$ cat config.mk
export PLATFORM = sky130hd
export DESIGN_NAME = debug_ctrl
export DESIGN_NICKNAME = d
export VERILOG_FILES = /design/src/rtl/debug_pkg.sv /design/src/rtl/dbg_step_timer.sv /design/src/rtl/debug_ctrl.sv
export SDC_FILE = /design/constraint.sdc
export NUM_CORES = 1
export LEC_CHECK = 0
export CORE_MARGIN = 2
export CORE_UTILIZATION = 25
export DETAILED_ROUTE_END_ITERATION = 6
export DONT_BUFFER_PORTS = 1
export PLACE_DENSITY = 0.46
export SLEW_MARGIN = 20
export SYNTH_ARGS = -nofsm -noshare
export SYNTH_HDL_FRONTEND = slang
export SYNTH_SLANG_ARGS = --single-unit
$ cat constraint.sdc
create_clock -name clk -period 1.9 [get_ports clk]
set_clock_uncertainty 0.05 [all_clocks]
set_input_delay 0.095 -clock clk [delete_from_list [all_inputs] [get_ports clk]]
set_output_delay 0.095 -clock clk [all_outputs]
set_load 0.1 [all_outputs]
$ cat src/rtl/debug_pkg.sv
// Shared definitions for the debug controller: command opcodes, FSM states,
// the READ address of the PC, and the registered response record.
package debug_pkg;

    typedef enum logic [1:0] {
        OP_HALT   = 2'd0,
        OP_RESUME = 2'd1,
        OP_STEP   = 2'd2,
        OP_READ   = 2'd3
    } op_e;

    typedef enum logic [2:0] {
        ST_RUN      = 3'd0,
        ST_HALTED   = 3'd1,
        ST_STEPPING = 3'd2,
        ST_READING  = 3'd3,
        ST_RESPOND  = 3'd4
    } state_e;

    // READ addresses 0..31 select x0..x31, 32 selects the PC, above is illegal.
    localparam logic [5:0] ADDR_PC = 6'd32;

    typedef struct packed {
        logic        err;
        logic [31:0] data;
    } rsp_t;

endpackage

$ cat src/rtl/dbg_step_timer.sv
// Single-step watchdog. Counts cycles spent stepping; expired_o flags the
// last permitted cycle so the controller leaves STEPPING after exactly
// STEP_TIMEOUT cycles without a retire.
module dbg_step_timer #(
    parameter int unsigned STEP_TIMEOUT = 16
) (
    input  logic clk,
    input  logic rst,
    input  logic clear_i,
    input  logic enable_i,
    output logic expired_o
);

    localparam logic [7:0] LAST_CYCLE = 8'(STEP_TIMEOUT - 1);

    logic [7:0] count_q;
    logic [7:0] count_d;

    // Next count: clear wins, otherwise count enabled cycles and saturate.
    always_comb begin
        count_d = count_q;
        if (clear_i) begin
            count_d = '0;
        end else if (enable_i && (count_q != LAST_CYCLE)) begin
            count_d = count_q + 8'd1;
        end
    end

    // Counter register.
    always_ff @(posedge clk or posedge rst) begin
        if (rst) begin
            count_q <= '0;
        end else begin
            count_q <= count_d;
        end
    end

    assign expired_o = enable_i && (count_q == LAST_CYCLE);

endmodule

$ cat src/rtl/debug_ctrl.sv
// Debug controller: accepts HALT / RESUME / STEP / READ commands over a
// valid/ready pair, stalls the core while halted, and returns exactly one
// registered response per accepted command.
//
// Handshakes: a transfer happens on a rising edge where valid and ready are
// both 1. cmd_ready depends only on state (never on cmd_valid); once
// rsp_valid rises, rsp_valid/rsp_data/rsp_err hold until rsp_ready.
module debug_ctrl
    import debug_pkg::*;
#(
    parameter int unsigned STEP_TIMEOUT = 16,
    parameter bit          RESET_HALT   = 1'b0
) (
    input  logic        clk,
    input  logic        rst,
    input  logic        cmd_valid,
    output logic        cmd_ready,
    input  logic [1:0]  cmd_op,
    input  logic [5:0]  cmd_addr,
    output logic        rsp_valid,
    input  logic        rsp_ready,
    output logic [31:0] rsp_data,
    output logic        rsp_err,
    output logic        core_stall,
    input  logic        core_retire,
    input  logic [31:0] core_pc,
    output logic [4:0]  dbg_rf_raddr,
    input  logic [31:0] dbg_rf_rdata,
    output logic        halted,
    output logic [2:0]  dbg_state
);

    localparam state_e RESET_STATE = RESET_HALT ? ST_HALTED : ST_RUN;

    state_e     state_q, state_d;
    logic       halt_q, halt_d;     // idle state to return to after RESPOND
    logic       pend_q, pend_d;     // step finished, PC not yet captured
    rsp_t       rsp_q, rsp_d;
    logic [4:0] raddr_q, raddr_d;

    logic       tmr_clear;
    logic       tmr_expired;
    logic       stall;

    dbg_step_timer #(
        .STEP_TIMEOUT(STEP_TIMEOUT)
    ) u_step_timer (
        .clk       (clk),
        .rst       (rst),
        .clear_i   (tmr_clear),
        .enable_i  (state_q == ST_STEPPING),
        .expired_o (tmr_expired)
    );

    // Next-state and response logic for the command FSM.
    always_comb begin
        state_d   = state_q;
        halt_d    = halt_q;
        pend_d    = pend_q;
        rsp_d     = rsp_q;
        raddr_d   = raddr_q;
        tmr_clear = 1'b0;

        case (state_q)
            ST_RUN, ST_HALTED: begin
                if (cmd_valid) begin
                    // Default outcome: immediate response, core state unchanged.
                    state_d = ST_RESPOND;
                    halt_d  = (state_q == ST_HALTED);
                    rsp_d   = '0;
                    case (op_e'(cmd_op))
                        OP_HALT: begin
                            halt_d     = 1'b1;
                            rsp_d.data = core_pc;
                        end
                        OP_RESUME: begin
                            halt_d = 1'b0;
                        end
                        OP_STEP: begin
                            if (state_q == ST_HALTED) begin
                                state_d   = ST_STEPPING;
                                tmr_clear = 1'b1;
                            end else begin
                                rsp_d.err = 1'b1;
                            end
                        end
                        OP_READ: begin
                            if (state_q != ST_HALTED) begin
                                rsp_d.err = 1'b1;
                            end else if (cmd_addr < ADDR_PC) begin
                                state_d = ST_READING;
                                raddr_d = cmd_addr[4:0];
                            end else if (cmd_addr == ADDR_PC) begin
                                rsp_d.data = core_pc;
                            end else begin
                                rsp_d.err = 1'b1;
                            end
                        end
                        default: ;
                    endcase
                end
            end

            ST_STEPPING: begin
                // A retire in the final permitted cycle still counts as success.
                if (core_retire) begin
                    state_d   = ST_RESPOND;
                    pend_d    = 1'b1;
                    rsp_d.err = 1'b0;
                end else if (tmr_expired) begin
                    state_d   = ST_RESPOND;
                    pend_d    = 1'b1;
                    rsp_d.err = 1'b1;
                end
            end

            ST_READING: begin
                rsp_d.err  = 1'b0;
                rsp_d.data = (raddr_q == 5'd0) ? 32'd0 : dbg_rf_rdata;
                state_d    = ST_RESPOND;
            end

            ST_RESPOND: begin
                if (pend_q) begin
                    // Core is stalled now, so core_pc already shows the next PC.
                    pend_d     = 1'b0;
                    rsp_d.data = core_pc;
                end else if (rsp_ready) begin
                    state_d = halt_q ? ST_HALTED : ST_RUN;
                end
            end

            default: begin
                state_d = RESET_STATE;
            end
        endcase
    end

    // Controller state registers.
    always_ff @(posedge clk or posedge rst) begin
        if (rst) begin
            state_q <= RESET_STATE;
            halt_q  <= RESET_HALT;
            pend_q  <= 1'b0;
            rsp_q   <= '0;
            raddr_q <= '0;
        end else begin
            state_q <= state_d;
            halt_q  <= halt_d;
            pend_q  <= pend_d;
            rsp_q   <= rsp_d;
            raddr_q <= raddr_d;
        end
    end

    assign stall = (state_q == ST_HALTED) || (state_q == ST_READING) ||
                   ((state_q == ST_RESPOND) && halt_q);

    assign cmd_ready    = (state_q == ST_RUN) || (state_q == ST_HALTED);
    assign rsp_valid    = (state_q == ST_RESPOND) && !pend_q;
    assign rsp_data     = rsp_q.data;
    assign rsp_err      = rsp_q.err;
    assign core_stall   = stall;
    assign halted       = stall;
    assign dbg_rf_raddr = raddr_q;
    assign dbg_state    = state_q;

endmodule

==> flow_summary.json <==
{
  "status": "complete, no violations",
  "maxSlewHeadroom_pct": 67.56,
  "synthTopCellsByArea": "dfrtp_1 47%, mux2_2 16%, a32o_1 12%, clkbuf_1 2.0%, ha_1 1.9%",
  "insertion_delay_ps": 290,
  "clock_tree.htree_level_count": 2,
  "die_h_um": 107.8,
  "numCtsBuffers": 5,
  "cts.sinks": 51,
  "wl_per_cell_um": 16.24,
  "dr.pass1.iters": 4,
  "fin_tns_setup_ps": 0,
  "hold_violations": 0,
  "detail_route.iter0.violations": 102,
  "yosysWarnings": 0,
  "timing.setup.critical_path_class": "register to register",
  "drive_gt1_share_pct": 41.64,
  "timing.hold.worst.class": "input pin to register",
  "yosysSeqAreaShare_pct": 47.40,
  "track_usage_pct": 12.07,
  "tritoncts": "built",
  "drv_cap": 0,
  "nets_in_the_synthesized_netlist": 314,
  "synth_to_layout_area_growth_pct": 38.89,
  "post-route-period-util_pct": 96.85,
  "fp.dieArea_um2": 11620,
  "core_area_um2": 10370,
  "syn_area_per_cell_um2": 11.56,
  "netlist_instances": 233,
  "grt_setup_unrepaired": "true",
  "reg2reg_slack_ps": 60,
  "synth_top_cell_by_area": "dfrtp_1",
  "timing.final.max_slew_violations": 0,
  "routed-via-count": 2188,
  "worst_pin_slew_ps": 485.9,
  "worst_setup_path_start_kind": "register",
  "timing.final.crit_period_ps": 1840,
  "grt_max_degree": 33,
  "origin_of_the_critical_flop_to_flop_path": "dbg_state[2]",
  "worst_case_clock_buffer_depth": 2,
  "finalWorstSetupSlack_ps": 59.79,
  "postSynthRegisterBits": 51,
  "cp.required_ps": 2040,
  "detail-route-antenna-nets": 0,
  "critical_path.max_fanout": 32,
  "cp.arrival_ps": 1980,
  "design.portCount": 122,
  "clk_pin_slew_ps": 90,
  "final_net_count": 386,
  "place_hpwl_um": 5272,
  "initial_antenna_violation_count": 0,
  "first_global_vias": 2239,
  "upper_clock_frequency_limit_mhz": 543.4,
  "timing.rr.end": "rsp_data[18]",
  "synth_edf_count": 0,
  "clk_root_buffer_cell": "clkbuf_8",
  "start_util_pct": 25.97,
  "asyncSetResetFlopFracSynth_pct": 100.0,
  "crit_path_start": "dbg_state[2]",
  "final-setup-viol-count": 0,
  "synth_flop_cell": "dfrtp_1",
  "antenna_cells": 0,
  "place_congestion": 0.7299,
  "detail_route.vias_per_cell": 4.961,
  "route.detailed.drc": 0,
  "dieWidth_um": 107.8,
  "r2r.worst_path.cells": 5,
  "synthDominantCellAreaShare_pct": 47.40,
  "port_buffers": 0,
  "grt_first_pass_wirelength_um": 11020,
  "whs_ps": 12.10,
  "yosys-top-cells-count": "51 x dfrtp_1, 39 x mux2_2, 32 x a32o_1, 14 x clkbuf_1",
  "yosysMostFrequentCell": "dfrtp_1",
  "dpl_worst_slack_ps": 3.112,
  "synth.distinct_cells": 45,
  "rows": 37,
  "worst_setup_path_end_kind": "register",
  "netlist_area_um2": 2693,
  "remaining_global_route_overflow": 0,
  "wirelength_um": 7163,
  "end_of_the_critical_path": "rsp_data[18]"
}
-- kinds of logic (layout without fill, tap and decap cells) --
logic type,Yosys count,in the layout,synth area share (%)
muxes,41,41,17.05
DFF,51,51,47.40
and+or+nand+nor,43,43,8.782
buffers and inverters,27,99,4.322
AOI/OAI and AO/OA,64,64,19.61
adders and majority gates,4,4,1.859
xor gates and xnor gates,3,3,0.9760
-- state kept, by name (all words and copies together), names as in the netlist --
name and cells:
halt_q 1, dbg_rf_raddr 5, pend_q 1, dbg_state 3, rsp_err 1, u_step_timer.count_q 8
rsp_data 32
-- worst min path at each step --
stage	cells after the start	startpoint	to
finish	2	dbg_rf_rdata[15]	rsp_data[15]
global placement	1	rst	u_step_timer.count_q[2]
global route	2	dbg_rf_rdata[15]	rsp_data[15]
CTS	2	dbg_rf_rdata[15]	rsp_data[15]
detailed placement	1	rst	u_step_timer.count_q[2]
floorplan	1	cmd_addr[0]	dbg_rf_raddr[0]
-- metrics by stage --
stage	instance area, um2	cells	util [%]
floorplan	2840	233	-
global placement	3393	410	32.72
detailed placement	3393	410	32.72
CTS	3679	435	35.47
global route	3740	441	36.06
finish	3740	441	36.06
-- metal layers --
layer	part of all wire (%)	track usage (%)
met5	0	0
met1	41	14.11
met4	0.94	3.114
met3	7.0	3.087
met2	51	21.83
-- timing repair --
action,CTS,global route
resized for setup,1,3
hold endpoints to repair,36,2
gates cloned,0,0
pin swaps,0,1
endpoints found under the setup margin,1,36
hold buffers,18,2
buffers inserted,0,4
-- area by class of cell --
| class | count | area [um2] |
|---|---|---|
| Inverter | 8 | 30.03 |
| Fill cell | 1046 | 6630 |
| Clock buffer | 6 | 72.57 |
| Tap cell | 136 | 170.2 |
| Clock inverter | 1 | 30.03 |
| Timing Repair Buffer | 84 | 755.7 |
| Multi-Input combinational cell | 155 | 1401 |
| Sequential cell | 51 | 1280 |
-- worst max-delay path, stage by stage, from the launching register on --
cell,delay (ps)
dfrtp_2,460
nor3b_2,180
a311o_1,320
buf_12,180
a32o_1,260
mux2_2,260
-- layout by cell type (no fill, tap or decap), types with 4 or more instances in the layout --
master / count
dfrtp_1: 48
a21oi_1: 8
ha_1: 4
mux2_4: 5
buf_4: 58
mux2_2: 34
clkbuf_8: 5
a32o_1: 32
nand3_1: 4
inv_1: 7
buf_12: 6
o21ai_0: 4
nor2_1: 6
nand2_1: 9
dlygate4sd3_1: 20
Power is not shown: default switching activity piles up to over one toggle a cycle in this logic, so the estimate is an artifact.
